[src/rtl/mem_stage_access_ctrl_if.sv]
`default_nettype none
// +------------------------------------------------------------------+
// | mem_stage_access_ctrl_if : valid/ack data-memory bus bundle       |
// | Revision: 1.0                                                     |
// +------------------------------------------------------------------+
interface mem_stage_access_ctrl_if #(
  parameter int ADDR_W = 32,
  parameter int DATA_W = 32
);
  logic              mem_req;
  logic              mem_we;
  logic [ADDR_W-1:0] mem_addr;
  logic [DATA_W-1:0] mem_wdata;
  logic              mem_ack;
  logic [DATA_W-1:0] mem_rdata;

  modport master (
    output mem_req, mem_we, mem_addr, mem_wdata,
    input  mem_ack, mem_rdata
  );

  modport slave (
    input  mem_req, mem_we, mem_addr, mem_wdata,
    output mem_ack, mem_rdata
  );
endinterface
`default_nettype wire

[src/rtl/mem_stage_access_ctrl.sv]
`default_nettype none
// +------------------------------------------------------------------+
// | mem_stage_access_ctrl : M-stage load/store bus sequencer with     |
// | pipeline stall, ack timeout and misalignment error.               |
// | Revision: 1.0                                                     |
// +------------------------------------------------------------------+
module mem_stage_access_ctrl #(
  parameter int ADDR_W  = 32,
  parameter int DATA_W  = 32,
  parameter int TIMEOUT = 15,
  parameter int CNT_W   = 4
) (
  input  wire logic              clk,
  input  wire logic              rst_p,
  input  wire logic              MemWriteM,
  input  wire logic              MemtoRegM,
  input  wire logic [ADDR_W-1:0] ALUResultM,
  input  wire logic [DATA_W-1:0] WriteDataM,
  output logic                   StallM,
  output logic      [DATA_W-1:0] ReadDataM,
  output logic                   mem_err,
  mem_stage_access_ctrl_if.master bus
);

  typedef enum logic [1:0] {
    IDLE = 2'd0,
    REQ  = 2'd1,
    DONE = 2'd2
  } state_t;

  localparam logic [CNT_W-1:0] CNT_LAST = CNT_W'(TIMEOUT - 1);
  localparam logic [CNT_W-1:0] CNT_MAX  = '1;

  state_t            state_q, state_d;
  logic [CNT_W-1:0]  cnt_q, cnt_d;
  logic              req_q, req_d;
  logic              we_q, we_d;
  logic [ADDR_W-1:0] addr_q, addr_d;
  logic [DATA_W-1:0] wdata_q, wdata_d;
  logic [DATA_W-1:0] rdata_q, rdata_d;
  logic              err_q, err_d;

  logic access;
  logic aligned;

  assign access  = MemWriteM | MemtoRegM;
  assign aligned = (ALUResultM[1:0] == 2'b00);

  always_ff @(posedge clk) begin
    if (rst_p) begin
      state_q <= IDLE;
      cnt_q   <= '0;
      req_q   <= 1'b0;
      we_q    <= 1'b0;
      addr_q  <= '0;
      wdata_q <= '0;
      rdata_q <= '0;
      err_q   <= 1'b0;
    end else begin
      state_q <= state_d;
      cnt_q   <= cnt_d;
      req_q   <= req_d;
      we_q    <= we_d;
      addr_q  <= addr_d;
      wdata_q <= wdata_d;
      rdata_q <= rdata_d;
      err_q   <= err_d;
    end
  end

  always_comb begin
    state_d = state_q;
    cnt_d   = cnt_q;
    req_d   = req_q;
    we_d    = we_q;
    addr_d  = addr_q;
    wdata_d = wdata_q;
    rdata_d = rdata_q;
    err_d   = err_q;
    StallM  = 1'b0;

    unique case (state_q)
      IDLE: begin
        if (access) begin
          StallM = 1'b1;
          if (aligned) begin
            // MemWriteM alone selects direction, so load+store acts as store
            state_d = REQ;
            req_d   = 1'b1;
            we_d    = MemWriteM;
            addr_d  = ALUResultM;
            wdata_d = WriteDataM;
            cnt_d   = '0;
          end else begin
            state_d = DONE;
            err_d   = 1'b1;
            rdata_d = '0;
          end
        end
      end

      REQ: begin
        StallM = 1'b1;
        if (bus.mem_ack) begin
          state_d = DONE;
          req_d   = 1'b0;
          if (!we_q) begin
            rdata_d = bus.mem_rdata;
          end
        end else if (cnt_q == CNT_LAST) begin
          state_d = DONE;
          req_d   = 1'b0;
          rdata_d = '0;
          err_d   = 1'b1;
        end else if (cnt_q != CNT_MAX) begin
          cnt_d = cnt_q + 1'b1;
        end
      end

      DONE: begin
        // Unconditional IDLE so the held instruction is never issued twice
        state_d = IDLE;
      end

      default: begin
        state_d = IDLE;
        req_d   = 1'b0;
      end
    endcase
  end

  assign bus.mem_req   = req_q;
  assign bus.mem_we    = we_q;
  assign bus.mem_addr  = addr_q;
  assign bus.mem_wdata = wdata_q;
  assign ReadDataM     = rdata_q;
  assign mem_err       = err_q;

endmodule
`default_nettype wire

[src/flat_wrapper.sv]
// flat-port wrapper written by rule: the top's interface ports become plain ports
module mem_stage_access_ctrl_flat 
#(
  parameter int ADDR_W  = 32,
  parameter int DATA_W  = 32,
  parameter int TIMEOUT = 15,
  parameter int CNT_W   = 4
)
  (clk, rst_p, MemWriteM, MemtoRegM, ALUResultM, WriteDataM, StallM, ReadDataM, mem_err, bus_mem_req, bus_mem_we, bus_mem_addr, bus_mem_wdata, bus_mem_ack, bus_mem_rdata);
  mem_stage_access_ctrl_if #(.ADDR_W(ADDR_W), .DATA_W(DATA_W)) bus_i ();
  input  wire logic clk;
  input  wire logic rst_p;
  input  wire logic MemWriteM;
  input  wire logic MemtoRegM;
  input  wire logic [ADDR_W-1:0] ALUResultM;
  input  wire logic [DATA_W-1:0] WriteDataM;
  output logic StallM;
  output logic      [DATA_W-1:0] ReadDataM;
  output logic mem_err;
  output wire logic [$bits(bus_i.mem_req)-1:0] bus_mem_req;
  output wire logic [$bits(bus_i.mem_we)-1:0] bus_mem_we;
  output wire logic [$bits(bus_i.mem_addr)-1:0] bus_mem_addr;
  output wire logic [$bits(bus_i.mem_wdata)-1:0] bus_mem_wdata;
  input wire logic [$bits(bus_i.mem_ack)-1:0] bus_mem_ack;
  input wire logic [$bits(bus_i.mem_rdata)-1:0] bus_mem_rdata;
  assign bus_mem_req = bus_i.mem_req;
  assign bus_mem_we = bus_i.mem_we;
  assign bus_mem_addr = bus_i.mem_addr;
  assign bus_mem_wdata = bus_i.mem_wdata;
  assign bus_i.mem_ack = bus_mem_ack;
  assign bus_i.mem_rdata = bus_mem_rdata;
  mem_stage_access_ctrl #(.ADDR_W(ADDR_W), .DATA_W(DATA_W), .TIMEOUT(TIMEOUT), .CNT_W(CNT_W)) u_core (.clk(clk), .rst_p(rst_p), .MemWriteM(MemWriteM), .MemtoRegM(MemtoRegM), .ALUResultM(ALUResultM), .WriteDataM(WriteDataM), .StallM(StallM), .ReadDataM(ReadDataM), .mem_err(mem_err), .bus(bus_i));
endmodule
[config.mk]
export PLATFORM = sky130hd
export DESIGN_NAME = mem_stage_access_ctrl_flat
export DESIGN_NICKNAME = d
export VERILOG_FILES = /design/src/rtl/mem_stage_access_ctrl_if.sv /design/src/rtl/mem_stage_access_ctrl.sv /design/src/flat_wrapper.sv
export SDC_FILE = /design/constraint.sdc
export NUM_CORES = 1
export LEC_CHECK = 0
export ABC_AREA = 1
export ABC_CLOCK_PERIOD_IN_PS = 1500
export BUFFER_PORTS_ARGS = -buffer_cell sky130_fd_sc_hd__buf_4
export CAP_MARGIN = 20
export CORE_ASPECT_RATIO = 1.5
export CORE_MARGIN = 10
export CORE_UTILIZATION = 40
export DETAILED_ROUTE_END_ITERATION = 10
export GPL_ROUTABILITY_DRIVEN = 0
export PLACE_DENSITY = 0.73
export SETUP_SLACK_MARGIN = 0.2
export SLEW_MARGIN = 5
export SYNTH_ARGS = -nofsm -noshare
export SYNTH_HDL_FRONTEND = slang
export SYNTH_SLANG_ARGS = --single-unit
[constraint.sdc]
create_clock -name clk -period 1.5 [get_ports clk]
set_clock_uncertainty 0.2 [all_clocks]
set_input_delay 0.075 -clock clk [delete_from_list [all_inputs] [get_ports clk]]
set_output_delay 0.075 -clock clk [all_outputs]
set_load 0.005 [all_outputs]
==> results.cfg <==
[global_route]
overflow = 0
antenna_found_initial = 1
grtUsageTotal_pct = 21.1
grt_pass1_vias = 5304
grt_pass1_wl_mm = 26.9
grt_max_degree = 59

[critical_path]
cp_max_fo = 5
crit_type = register to register
ff2ff_setup_slack_ps = -140
startpoint_type = register
critPathLaunch = u_core.state_q[0]
crit_required_ps = 1570
critPathBufInv = 3
critPathTopFamily = simple AND/OR/NAND/NOR gates
slowest_stage = dfxtp_4
r2r-start = u_core.state_q[0]
cp_cell_sequence = nor2_4 > nand2_4 > nor2_4 > buf_12 > buf_12 > buf_16 > o21ai_1 > nor2_1
cpPeakStageDelay_ps = 370
reg2reg_to = u_core.bus.mem_addr[30]
crit_arrival_ps = 1710
reg2reg_depth = 8
endpoint_kind = register

[synthesis]
yosysSeqAreaShare_pct = 50.2
yosysWarnings = 0
synth_area_leader_cell = dfxtp_1
synth_cell_types = 22
syn_area_mm2 = 0.00419
ys_ff_latch = 105
synth_cells = 590
syn_avg_cell_area_um2 = 7.10
synth_nets = 693
synth_top_area_share_pct = 50.2
synthTopCellsByArea = dfxtp_1 50%, nor2_1 19%, nand2_1 8.2%

[status]
status = finished with violations
violations = negative hold slack, negative setup slack

[drt]
drc = 0
num_vias = 5161
wl_per_cell_um = 16.5
drtPass1Iterations = 5
drtIter0Drc = 215
wirelength_mm = 17.4
routed_via_density = 4.89
antenna_left = 0

[placed_design]
detailed_place_hpwl_mm = 10.4
portBuffers = 200
placed_area_mm2 = 0.00604

[sta]
slew_viol_final = 0
max-slew-margin-rel_pct = 73.1
fin_setup_tns_ps = -5060
setup_ws_ps = -136
period_share_pct = 109
max_freq_mhz = 611
fin_hold_ws_ps = -32.1
final-setup-viol-count = 93
min_period_ps = 1640
rsz0062_at_grt = true
hold_viol_final = 1
worst_slew_pin_slew_ps = 402

[floorplan]
initial_utilization_pct = 41.1
die_x_um = 104
fp.dieArea_mm2 = 0.0151
die_height_um = 145
num_rows = 45
io_pins = 201
core_area_mm2 = 0.0102

[power]
vdd_ir_drop_max_mv = 0.748
p_leak_nw = 3.75
finalPower_mw = 7.42
powerDensity_mw_per_mm2 = 952

[worst_hold_path]
min-delay-start = bus_mem_ack
min_path_type = input pin to register
min_to = u_core.mem_err
min_path_cells = 4

[clock_tree]
htree_levels = 3
clockBufferDepth = 2
clkLatencyLatePin_ps = 340
clockRootBuffer = clkbuf_16
numCtsBuffers = 9
cts_tree = yes
clk_transition_reported_paths_ps = 80
cts_sinks = 105

[finish]
synthToLayoutAreaGrowth_pct = 85.9
utilization_pct = 76.4
finish.instance_area_mm2 = 0.00779
final_nets = 1012
drive_above_1_share_pct = 35.4

[flow_run]
maxCapViolations = 0
tightest hold or removal path, cell delays in order:
cell and delay, ps:
buf_4 130, a21oi_4 80, nand4_1 110, a21oi_1 70
worst max path at each step:
stage | slack, ps | to | cells past startpoint
floorplan | 9 | u_core.ReadDataM[17] | 10
global placement | -110 | u_core.ReadDataM[28] | 8
detailed placement | -200 | u_core.ReadDataM[8] | 8
CTS | -60 | u_core.ReadDataM[8] | 9
global route | -190 | u_core.bus.mem_addr[30] | 8
finish | -140 | u_core.bus.mem_addr[30] | 8
sequential cells by signal (all words and copies together) (netlist names):
| signal | flops |
|---|---|
| u_core.ReadDataM | 32 |
| u_core.bus.mem_addr | 32 |
| u_core.bus.mem_req | 1 |
| u_core.bus.mem_wdata | 32 |
| u_core.bus.mem_we | 1 |
| u_core.cnt_q | 4 |
| u_core.mem_err | 1 |
| u_core.state_q | 2 |
layer usage:
metal	GRT usage, %	up-vias	share of wire (%)
li1	-	2481	-
met1	22.9	2407	37
met2	36.4	237	51
met3	7.88	36	9.4
met4	7.79	0	2.7
met5	0	-	0
power breakdown:
part / switching (mW) / internal [mW]
Clock: 1.10 / 1.16
Sequential: 0.153 / 3.03
Combinational: 0.912 / 1.06
cell type report:
class                           count  area (um^2)
Antenna cell                        1         2.50
Clock buffer                        9          225
Clock inverter                      7         65.1
Fill cell                         634         2400
Inverter                           28          110
Multi-Input combinational cell    425         2060
Sequential cell                   105         2110
Tap cell                          141          176
Timing Repair Buffer              340         3030
Yosys cell counts, drive strengths merged:
| master | instances |
|---|---|
| nand3 | 32 |
| a21oi | 7 |
| dfxtp | 105 |
| nand4 | 1 |
| clkbuf | 19 |
| ha | 2 |
| clkinv | 1 |
| nor3 | 1 |
| nand2 | 93 |
| buf | 15 |
| inv | 27 |
| nor2 | 219 |
| o21ai | 67 |
| xnor2 | 1 |
placed cells by master, fill, tap and decap left out, types with 4 or more instances in the layout:
| cell | n |
|---|---|
| a21oi_1 | 4 |
| dfxtp_2 | 4 |
| nand2_1 | 81 |
| nand3_2 | 4 |
| dfxtp_1 | 99 |
| buf_12 | 11 |
| inv_2 | 7 |
| nand2_4 | 4 |
| buf_6 | 6 |
| buf_4 | 223 |
| inv_1 | 19 |
| nor2_2 | 5 |
| nand3_1 | 26 |
| o21ai_1 | 16 |
| o21ai_0 | 47 |
| nor2_4 | 15 |
| nand2_2 | 8 |
| clkbuf_16 | 10 |
| dlygate4sd3_1 | 96 |
| nor2_1 | 200 |
what timing repair did:
item / 4_1_cts / 5_1_grt
buffers inserted: 5 / 7
gates resized for setup: 47 / 43
setup endpoints to repair: 105 / 106
hold buffers: 95 / 1
cloned: 3 / 2
pin swaps: 13 / 13
endpoints found under the hold margin: 100 / 3
cells by family after synthesis:
logic type,after synthesis,synth area share [%]
simple gates,346,33.1
fa+ha+maj,2,0.597
flops,105,50.2
buf+inv,62,7.11
compound gates,74,8.84
xor+xnor,1,0.209
through the flow:
stage,setup slack [ps],cells
2_1_floorplan,8.69,590
3_3_place_gp,-110,926
3_5_place_dp,-197,926
4_1_cts,-63.3,1045
5_1_grt,-189,1056
6_report,-136,1056
Note: power is estimated with default switching activity, not from simulation.
